**config.mk**
```make
export PLATFORM = sky130hd
export DESIGN_NAME = mem_boot_loader
export DESIGN_NICKNAME = d
export VERILOG_FILES = /design/src/rtl/mem_boot_loader.sv
export SDC_FILE = /design/constraint.sdc
export NUM_CORES = 1
export LEC_CHECK = 0
export BUFFER_PORTS_ARGS = -buffer_cell sky130_fd_sc_hd__buf_2
export CAP_MARGIN = 20
export CORE_MARGIN = 5
export CORE_UTILIZATION = 54
export CTS_CLUSTER_DIAMETER = 50
export CTS_CLUSTER_SIZE = 16
export DETAILED_ROUTE_END_ITERATION = 12
export PLACE_DENSITY_LB_ADDON = 0.3
export SYNTH_ARGS = -nofsm -noshare
export SYNTH_HDL_FRONTEND = slang
export SYNTH_SLANG_ARGS = --single-unit
```
**constraint.sdc**
```tcl
create_clock -name clk -period 2.3 [get_ports clk]
set_input_delay 0.69 -clock clk [delete_from_list [all_inputs] [get_ports clk]]
set_output_delay 0.69 -clock clk [all_outputs]
set_load 0.01 [all_outputs]
```
**src/rtl/mem_boot_loader.sv**
```systemverilog
// mem_boot_loader: serial boot loader and memory write-port arbiter for the 8-bit core
// Ports: clk, reset (sync, active-high); boot_load selects load or skip in IDLE;
//        ser_valid/ser_bit carry the length-prefixed image, MSB first;
//        cpu_memwrite/cpu_adr/cpu_writedata are the core's write port;
//        mem_memwrite/mem_adr/mem_writedata drive memory; cpu_reset holds the core;
//        loading is high while an image is being received.
module mem_boot_loader (
    input  logic       clk,
    input  logic       reset,
    input  logic       boot_load,
    input  logic       ser_valid,
    input  logic       ser_bit,
    input  logic       cpu_memwrite,
    input  logic [7:0] cpu_adr,
    input  logic [7:0] cpu_writedata,
    output logic       mem_memwrite,
    output logic [7:0] mem_adr,
    output logic [7:0] mem_writedata,
    output logic       cpu_reset,
    output logic       loading
);
    typedef enum logic [2:0] {IDLE, LEN, DATA, WRITE, RUN} state_t;
    state_t     state;
    logic [7:0] shreg;
    logic [2:0] bitcnt;
    logic [8:0] remaining;
    logic [7:0] ptr;
    logic [7:0] dbuf;
    logic       shift_en;
    logic       byte_done;
    logic [7:0] byte_in;
    assign shift_en  = (state == LEN) || (state == DATA) || (state == WRITE);
    assign byte_done = shift_en && ser_valid && (bitcnt == 3'd7);
    assign byte_in   = {shreg[6:0], ser_bit};
    always_ff @(posedge clk) begin
        if (reset) begin
            state     <= IDLE;
            shreg     <= 8'd0;
            bitcnt    <= 3'd0;
            remaining <= 9'd0;
            ptr       <= 8'd0;
            dbuf      <= 8'd0;
        end else begin
            if (shift_en && ser_valid) begin
                shreg  <= byte_in;
                bitcnt <= bitcnt + 3'd1;
            end
            case (state)
                IDLE: state <= boot_load ? LEN : RUN;
                LEN: if (byte_done) begin
                    // a length byte of 0x00 encodes 256
                    remaining <= {byte_in == 8'd0, byte_in};
                    state     <= DATA;
                end
                DATA: if (byte_done) begin
                    dbuf  <= byte_in;
                    state <= WRITE;
                end
                WRITE: begin
                    ptr       <= ptr + 8'd1;
                    remaining <= remaining - 9'd1;
                    state     <= (remaining == 9'd1) ? RUN : DATA;
                end
                RUN: state <= RUN;
                default: state <= IDLE;
            endcase
        end
    end
    always_comb begin
        mem_memwrite  = (state == RUN) ? cpu_memwrite  : (state == WRITE);
        mem_adr       = (state == RUN) ? cpu_adr       : ptr;
        mem_writedata = (state == RUN) ? cpu_writedata : dbuf;
        cpu_reset     = (state != RUN);
        loading       = shift_en;
    end
endmodule

```
# Word-level counts from Yosys, hierarchy flattened
# Index checks and enable logic that the tools add are counted.
[op_classes] add_sub_neg=3 n_eq_ne=9 mux=10 reduce_logical=10
[op_table] cell="case mux 9 bit (2 select lines)" n=1
[op_table] cell="two-way mux 8 bit" n=2
[op_table] cell="case mux 3 bit (5 select lines)" n=1
[op_table] cell="two-way mux 3 bit" n=4
[op_table] cell="equality test 9 x 1 -> 1 bit, second input constant" n=1
[op_table] cell="two-way mux 9 bit" n=1
[op_table] cell="subtractor 9 x 1 -> 9 bit, second input constant" n=1
[op_table] cell="adder 8 x 1 -> 8 bit, second input constant" n=1
[op_table] cell="zero test 8 bit" n=1
[op_table] cell="equality test 3 x 2 -> 1 bit, second input constant" n=2
[op_table] cell="equality test 3 bit, second input constant" n=2
[op_table] cell="AND reduction 2 bit" n=3
[op_table] cell="inequality test 2 bit, second input constant" n=2
[op_table] cell="adder 3 x 1 -> 3 bit, second input constant" n=1
[op_table] cell="equality test 3 x 1 -> 1 bit, second input constant" n=1
[op_table] cell="zero test 3 bit" n=1
[op_table] cell="inequality test 3 bit, second input constant" n=1
[op_table] cell="logical AND 1 bit" n=2
[op_table] cell="logical OR 1 bit" n=2
[op_table] cell="nonzero test 2 bit" n=1
[op_table] cell="two-way mux 1 bit" n=1
[word_totals] regBits=38 output_inout_bits=19 elab_cells=38

# Logic depth before layout (Yosys ltp)
# Gate-level depths: netlist of the first run.
[depth] depth_word=7 ltp_mapped=7

# Worst setup path after synthesis of the first run
# No wires, ideal clock.
[synth_timing] kind="reg-to-output" startpoint="reg state[1]" endpoint="out mem_adr[6]" t_arrival_ns=1.303 t_required_ns=1.610 path_slack_ns=0.307 stages_incl_launch_ff=7 n_path_buf=3 path_cell_list="dfxtp_1 -> buf_4 -> nor2_1 -> and2_1 -> buf_4 -> buf_6 -> mux2_2"
[synth_via] elab_chain_cells=2
[synth_lines] element="start: declaration" line_no="23" source="state_t state;"
[synth_lines] element="start signal: assignment" line_no="49" source="IDLE: state <= boot_load ? LEN : RUN;"
[synth_lines] element="start signal: assignment" line_no="62" source="state <= (remaining == 9'd1) ? RUN : DATA;"
[synth_lines] element="equality test 3 bit" line_no="71" source="mem_adr = (state == RUN) ? cpu_adr : ptr;"
[synth_lines] element="two-way mux 8 bit" line_no="71"
[synth_lines] element="end: declaration" line_no="17" source="output logic [7:0] mem_adr,"
# Every way passes these cells.

# Worst setup path after layout of the first run
[layout_timing] startpoint="reg state[1]" endpoint="out mem_adr[4]"
# Same word-level chain as after synthesis.

==> summary.txt, run 1 <==
Yosys
  • Fraction of synthesized cell area taken by the top area cell type: 36.89%
  • Synth async-reset ratio: 0%
  • Top post-synthesis cells by area: dfxtp_1 (37%), mux2_2 (9.3%), a21oi_1 (5.3%)
  • Sequential cell area fraction in the yosys report: 36.89%
  • Number of distinct library cells after synthesis: 46
  • Cells after Synth: 239
  • Predominant post-synthesis flop cell: dfxtp_1
  • Yosys warns: 0
  • Syn Nets: 266
  • Cell Area, Synth: 2062 um^2
  • Synth Register Bits: 38
  • Yosys top cell by area: dfxtp_1
  • Syn avg cell area: 8.628 um^2
  • Post-synth EDFFs: 0

Global route
  • Number of global-route vias before repair: 1710
  • First-pass GRT wire length: 7790 um
  • Total grt overflow: 0
  • Initial antenna violation count: 0
  • Tot GR Track Use: 18.83%
  • Largest net degree at the start of global routing: 39

Drt
  • Final WL: 4753 um
  • Drt pass-1 iters: 4
  • DR iter-0 viols: 148
  • ANT nets after route: 0
  • Vias: 1835
  • Wire per inst: 14.49 um
  • Number of vias per cell: 5.595
  • DRC: 0

Clock network
  • Root Buffer: clkbuf_8
  • Clock buffer depth: 2
  • CTS tree: built
  • H-tree levels: 2
  • Clock tree sinks: 38
  • CTS buffer count: 5
  • Register clock-pin slew on the reported worst setup and hold paths: 0.08 ns
  • Worst skew pair latency: 0.30 ns

Setup path
  • Reg2Reg Depth: 6
  • Worst EP required: 1.61 ns
  • Endpoint class of the critical path: output pin
  • Worst setup SP type: register
  • CP Data Arrival Time: 1.56 ns
  • Crit path kind: register to output pin
  • Maximum fanout along the worst path: 9

Floorplanning
  • Die ar.: 5155 um^2
  • Die extent in x: 71.80 um
  • Die outline height: 71.80 um
  • Total core area: 3689 um^2
  • Initial Util: 55.90%
  • Site row count: 22
  • Ports: 41

Placed design
  • Dpl cells: 318
  • Placed Instance Area: 2280 um^2
  • RePlAce Congestion: 0.8733
  • Post-DP HPWL: 3233 um
  • Pre-CTS WS: 0.3072 ns
  • Buffers on Ports: 40

Timing
  • Slew Viols, Final: 0
  • Tmin final: 2.246 ns
  • Worst-Margin Slew: 0.6928 ns
  • Period utilization: 97.63%
  • Achievable frequency: 445.3 MHz
  • Final hold viol count: 0
  • Hold slack: 0.4682 ns
  • Final worst slack: 0.05442 ns
  • Final setup fails: 0
  • Slew HR: 53.81%
  • Worst Skew: 0.007642 ns

Cells and area
  • Fillers: 320
  • Non-filler cells, final: 328
  • Share of cells above drive strength 1: 30.71%
  • N_diodes: 0
  • P&R area growth vs syn: 19.42%
  • Design area: 2462 um^2
  • Net count, final: 306
  • Most frequent cells in the layout: buf_2 (40), dfxtp_1 (38), nand2_1 (27)
  • Leading cell type in the layout, fill and taps excluded: buf_2

Status
  • Status: finished clean

Pwr
  • VDD IR max: 0.6316 mV
  • Leak Pwr: 0.0009843 uW
  • Power per Cell Area: 607.3 nW/um^2

Hold path
  • Hold path cells: 2
  • Hold/Removal Path Class: register to register

Flow run
  • Max-capacitance violation count: 0
-- power by group --
group / leakage [uW] / switching [uW] / internal, uW
sequential: 0.000307 / 4.30 / 663
combinational: 0.000609 / 76.1 / 71.9
clock: 0.0000683 / 246 / 434
total: 0.000984 / 326 / 1170
-- Yosys cell counts, types with 4 or more instances --
library cell  count
buf_4             5
xnor2_1           4
nand2_1          27
nor2_1           23
inv_1             5
mux2_2           17
a21oi_1          22
mux2i_1           8
o21ai_0           9
xor2_1            4
buf_2             4
nor4_1            4
dfxtp_1          38
clkbuf_1          4
nand4_1           4
nand3_1          15
ha_1              5
nor3_1            8
-- area by class of cell --
type | instances | area, um^2 | area share, %
Sequential cell | 38 | 760.7 | 30.89
Multi-Input combinational cell | 181 | 1200 | 48.73
Timing Repair Buffer | 48 | 285.3 | 11.59
Inverter | 5 | 18.77 | 0.7622
Clock buffer | 5 | 68.82 | 2.795
Tap cell | 48 | 60.06 | 2.439
Clock inverter | 3 | 68.82 | 2.795
-- worst max-delay path, stage by stage (launching register included) --
cell and delay (ns):
dfxtp_1 0.33, nor2_2 0.13, and2_4 0.18, clkbuf_16 0.15
mux2_2 0.33, buf_2 0.14
-- sequential cells by signal (all words and copies together), names as in the netlist --
name / cells
bitcnt: 3
dbuf: 8
ptr: 8
remaining: 9
shreg: 7
state: 3
-- path summary, 6_finish.rpt --
kind                                endpoint       from  slack (ns)
worst min register to register     bitcnt[2]  bitcnt[2]        0.47
worst max register to register  remaining[7]  bitcnt[0]        0.46
worst min-delay path               bitcnt[2]  bitcnt[2]        0.47
worst max-delay path              mem_adr[4]   state[1]        0.05
-- per-layer routing --
metal	track usage [%]	wire length (um)	vias to the layer above
met3	5.470	255	8
met5	0	0	-
met4	6.681	80	0
met2	30.41	2343	45
li1	-	-	924
met1	23.88	2074	858
-- repair_timing --
| action | 4_1_cts | 5_1_grt |
|---|---|---|
| gates resized for setup | 1 | 4 |
| setup endpoints to repair | 16 | 16 |
| cloned | 0 | 1 |
| buffers inserted | 0 | 1 |
| hold buffers | 0 | 0 |
| pin swaps | 0 | 2 |
-- logic make-up after synthesis --
group / count (synthesis) / share of synthesized area (%)
DFF: 38 / 36.89
and+or+nand+nor: 99 / 25.67
buffers and inverters: 20 / 5.158
muxes: 25 / 13.17
adders and majority gates: 5 / 3.034
AOI/OAI and AO/OA: 44 / 12.68
xor gates and xnor gates: 8 / 3.398
-- through the flow --
stage	total power [uW]	TNS (ns)	util (%)
floorplan	769.9	0	-
global placement	812.6	0	61.80
detailed placement	814.6	0	61.80
CTS	1492	0	65.64
global route	1548	-0.01031	66.76
finish	1495	0	66.76
Power figures use the tool's default switching activity.
==> inputs of run 2 (changes only) <==
- GPL_TIMING_DRIVEN: not set -> 0
==> summary.txt, run 2 (synthesis results as in run 1) <==
Status
  • Status: finished clean

Global route
  • Largest net degree at the start of global routing: 13
  • First-pass GRT wire length: 9397 um
  • Initial antenna violation count: 0
  • Number of global-route vias before repair: 1963
  • Tot GR Track Use: 23.22%
  • Total grt overflow: 0

Hold path
  • Hold/Removal Path Class: register to register

Setup path
  • Worst R2R Setup Slack: 0.50 ns
  • CP Data Arrival Time: 1.56 ns
  • Reg2Reg Depth: 6
  • Worst r2r src: bitcnt[0]
  • Worst EP required: 1.61 ns
  • Worst path bufs/invs: 2
  • Endpoint class of the critical path: output pin
  • Crit path kind: register to output pin
  • Maximum fanout along the worst path: 8
  • Worst setup SP type: register
  • Crit path max-delay family: flip-flops
  • Crit-path cells: nor2_4, and2_4, buf_4, mux2_2, buf_2
  • Critical Path Stages: 5
  • CP max stage delay: 0.34 ns
  • FF-to-FF End: dbuf[5]
  • Worst Setup SP: state[1]
  • CP endpoint: mem_adr[1]
  • Slowest CP cell: dfxtp_2

Timing
  • Final worst slack: 0.05324 ns
  • Final hold viol count: 0
  • Unrepaired setup endpoints after global routing: no
  • Setup TNS: 0 ns
  • Final setup fails: 0
  • Slew Viols, Final: 0
  • Achievable frequency: 445.1 MHz
  • Worst Skew: 0.007147 ns
  • Hold slack: 0.4646 ns
  • Period utilization: 97.69%
  • Worst-Margin Slew: 0.5544 ns
  • Tmin final: 2.247 ns
  • Slew HR: 62.92%

Drt
  • Final WL: 5713 um
  • Vias: 1953
  • Wire per inst: 16.75 um
  • DRC: 0
  • Drt pass-1 iters: 4
  • ANT nets after route: 0
  • Number of vias per cell: 5.727
  • DR iter-0 viols: 170

Placed design
  • Placed Instance Area: 2317 um^2
  • Buffers on Ports: 39
  • RePlAce Congestion: 0.8049
  • Post-DP HPWL: 3557 um
  • Pre-CTS WS: 0.08549 ns

Flow run
  • Max-capacitance violation count: 0

Clock network
  • Clock tree sinks: 38
  • CTS tree: built
  • Cts hold-fix bufs: 0
  • H-tree levels: 2
  • Worst skew pair latency: 0.30 ns
  • Root Buffer: clkbuf_8
  • CTS buffer count: 5
  • Clock buffer depth: 2
  • Register clock-pin slew on the reported worst setup and hold paths: 0.07 ns

Pwr
  • Leak Pwr: 0.001036 uW
  • Power per Cell Area: 514.5 nW/um^2
  • VDD IR max: 0.5392 mV

Cells and area
  • Biggest regs: remaining: 9 flops, dbuf: 8 flops, ptr: 8 flops
  • Design area: 2614 um^2
  • Area of the multi-input gates: 1246 um^2
  • Biggest register: remaining
  • Fillers: 286
  • N_diodes: 0
  • Net count, final: 319
  • Most frequent cells in the layout: dfxtp_1 (36), buf_2 (31), nand2_1 (27)
  • Leading cell type in the layout, fill and taps excluded: dfxtp_1
  • Register area: 763.2 um^2
  • Max FFs per register: 9
  • P&R area growth vs syn: 26.76%
  • Share of cells above drive strength 1: 32.76%

Floorplanning
  • Initial Util: 55.90%
  • Die outline height: 71.80 um
  • Total core area: 3689 um^2
  • Die ar.: 5155 um^2
  • Die extent in x: 71.80 um
  • Site row count: 22
  • Ports: 41
## run 2: through the flow
| step | cells | power (uW) | utilization, % |
|---|---|---|---|
| 2_1_floorplan | 239 | 769.9 | - |
| 3_3_place_gp | 326 | 818.3 | 62.82 |
| 3_5_place_dp | 326 | 820.4 | 62.82 |
| 4_1_cts | 343 | 1357 | 72.35 |
| 5_1_grt | 341 | 1391 | 70.86 |
| 6_report | 341 | 1345 | 70.86 |
## run 2: report_power, final
part,internal [uW],switching (uW)
combinational,98.5,88.9
sequential,663,6.23
clock,241,247
## run 2: worst min path at each step
stage / endpoint / from / slack, ns / cells past startpoint
finish: bitcnt[1] / bitcnt[1] / 0.46 / 2
floorplan: bitcnt[1] / bitcnt[1] / 0.44 / 2
detailed placement: bitcnt[1] / bitcnt[1] / 0.45 / 2
global placement: bitcnt[1] / bitcnt[1] / 0.44 / 2
global route: bitcnt[1] / bitcnt[1] / 0.49 / 2
CTS: bitcnt[1] / bitcnt[1] / 0.46 / 2
## run 2: cell type report
cell class	count	area share (%)
Multi-Input combinational cell	181	47.68
Buffer	13	2.920
Sequential cell	38	29.20
Inverter	5	0.7180
Timing Repair Buffer	48	13.55
Clock inverter	2	0.4787
Tap cell	48	2.298
Clock buffer	6	3.159
## run 2: worst reg2reg max path, stage by stage, from the launching register on
cell and delay, ns:
dfxtp_1 0.36, ha_1 0.16, ha_1 0.23, nand2_1 0.15, nor3_4 0.46, mux2i_1 0.27, nor2_1 0.05
## run 2: metal layers
layer / up-vias / global-route usage, % / routed length (um)
met3: 22 / 6.872 / 464
li1: 948 / - / -
met2: 85 / 38.16 / 2782
met5: - / 0 / 0
met1: 898 / 27.55 / 2228
met4: 0 / 11.27 / 238
## run 2: what timing repair did
action	in CTS	in global routing
cloned	1	0
resized for setup	33	1
setup buffers	8	2
pin swaps	2	1
setup endpoints to repair	16	13
==> inputs of run 3 (changes only) <==
- CELL_PAD_IN_SITES_DETAIL_PLACEMENT: not set -> 0
- CELL_PAD_IN_SITES_GLOBAL_PLACEMENT: not set -> 1
- CORE_UTILIZATION: 54 -> 37
- clock period: 2.3 -> 1.8 ns (I/O delays scaled with it)
==> summary.txt, run 3 (synthesis results as in run 1) <==
Status
  • Status: complete, but fails checks
  • Failing checks: setup timing

Clock network
  • H-tree levels: 2
  • Clock tree sinks: 38
  • Clock buffer depth: 2
  • CTS tree: built
  • CTS buffer count: 5
  • Root Buffer: clkbuf_8
  • Worst skew pair latency: 0.29 ns
  • Register clock-pin slew on the reported worst setup and hold paths: 0.07 ns

Pwr
  • VDD IR max: 0.4287 mV
  • Power per Cell Area: 606.6 nW/um^2
  • Leak Pwr: 0.001104 uW

Timing
  • Final hold viol count: 0
  • Final setup fails: 18
  • Period utilization: 118.6%
  • Worst-Margin Slew: 0.5560 ns
  • Final worst slack: -0.3342 ns
  • Achievable frequency: 468.6 MHz
  • Slew Viols, Final: 0
  • Tmin final: 2.134 ns
  • Unrepaired setup endpoints after global routing: yes
  • Worst Skew: 0.005104 ns
  • Slew HR: 62.93%

Global route
  • Tot GR Track Use: 16.14%
  • Initial antenna violation count: 0
  • Largest net degree at the start of global routing: 12
  • Total grt overflow: 0
  • Number of global-route vias before repair: 1871
  • First-pass GRT wire length: 9287 um

Hold path
  • Hold/Removal Path Class: register to register
  • Hold path cells: 2

Cells and area
  • Max FFs per register: 9
  • Non-filler cells, final: 370
  • Net count, final: 325
  • Design area: 2834 um^2
  • Biggest register: remaining
  • P&R area growth vs syn: 37.44%
  • Leading cell type in the layout, fill and taps excluded: dfxtp_1
  • Biggest regs: remaining: 9 flops, dbuf: 8 flops, ptr: 8 flops
  • N_diodes: 0
  • Most frequent cells in the layout: dfxtp_1 (36), buf_6 (26), nand2_1 (26)
  • Share of cells above drive strength 1: 34.90%

Setup path
  • FF-to-FF End: remaining[6]
  • Worst R2R Setup Slack: 0.08 ns
  • CP max stage delay: 0.37 ns
  • CP Data Arrival Time: 1.59 ns
  • Worst r2r src: bitcnt[0]
  • CP endpoint: mem_writedata[5]
  • Worst setup SP type: register
  • Endpoint class of the critical path: output pin
  • Worst Setup SP: state[0]
  • Crit path kind: register to output pin
  • Maximum fanout along the worst path: 5
  • Crit-path cells: nor2_4, and2_4, buf_12, buf_8, mux2_4, buf_6
  • Reg2Reg Depth: 7
  • Worst EP required: 1.26 ns
  • Slowest CP cell: dfxtp_4

Drt
  • Final WL: 5573 um
  • Drt pass-1 iters: 4
  • Wire per inst: 15.06 um
  • DR iter-0 viols: 58
  • Number of vias per cell: 5.192
  • DRC: 0
  • ANT nets after route: 0
  • Vias: 1921

Floorplanning
  • Site row count: 27
  • Die ar.: 7166 um^2
  • Initial Util: 37.68%
  • Ports: 41
  • Total core area: 5473 um^2
  • Die extent in x: 84.65 um
  • Die outline height: 84.65 um

Placed design
  • Buffers on Ports: 39
  • Placed Instance Area: 2351 um^2
  • Post-DP HPWL: 3784 um
  • Dpl cells: 350
  • RePlAce Congestion: 0.8135

Flow run
  • Max-capacitance violation count: 0
-- run 3: cell types whose count changed in the layout (fill, tap and decap cells not counted), sizes merged --
| cell | change |
|---|---|
| clkbuf | +1 |
| buf | +5 |
| clkinv | -1 |
-- run 3: stage by stage --
step	util [%]	setup slack [ns]	total power, uW	hold slack (ns)	setup TNS (ns)
6_report	51.78	-0.3342	1719	0.4605	-5.186
5_1_grt	51.78	-0.3885	1816	0.4988	-6.122
4_1_cts	51.19	-0.4447	1747	0.4640	-7.244
3_5_place_dp	42.96	-0.2228	1053	0.4539	-2.301
3_3_place_gp	42.96	-0.2300	1052	0.4480	-2.484
2_1_floorplan	-	-0.02971	985.3	0.4400	-0.2377
-- run 3: power by group --
group          switching [uW]  leakage [uW]  total (uW)  internal [uW]
registers                8.57      0.000308         855            847
logic                     123      0.000759         289            167
clock network             308     0.0000373         574            266
-- run 3: worst min path at each step --
stage / start / endpoint / slack (ns)
after floorplan: bitcnt[1] / bitcnt[1] / 0.44
after global placement: bitcnt[2] / bitcnt[2] / 0.45
after detailed placement: bitcnt[1] / bitcnt[1] / 0.45
after CTS: bitcnt[1] / bitcnt[1] / 0.46
after global routing: bitcnt[1] / bitcnt[1] / 0.50
final: bitcnt[1] / bitcnt[1] / 0.46
-- run 3: cell type report --
class	count	area [um^2]
Tap cell	72	90.09
Sequential cell	38	765.7
Inverter	5	21.27
Clock inverter	1	7.507
Clock buffer	6	72.57
Timing Repair Buffer	55	501.7
Fill cell	549	2639
Multi-Input combinational cell	181	1295
Buffer	12	80.08
-- run 3: critical path: cells and delay by family, from the launching register on --
family	cells	cell delay (ns)
flip-flops	1	0.37
buffers and inverters	3	0.35
multiplexers	1	0.30
AND/OR/NAND/NOR	2	0.28
-- run 3: metal layers --
metal / up-vias / share of wire, % / routed length (um) / track usage [%]
li1: 963 / - / - / -
met1: 915 / 46 / 2569 / 21.02
met2: 37 / 49 / 2735 / 26.62
met3: 6 / 3.7 / 204 / 3.631
met4: 0 / 1.1 / 63 / 4.748
met5: - / 0 / 0 / 0
-- run 3: repair_timing --
item,CTS,global route
gates resized for setup,53,12
pin swaps,2,3
setup endpoints to repair,23,34
hold buffers,0,0
cloned,1,0
setup buffers,13,3
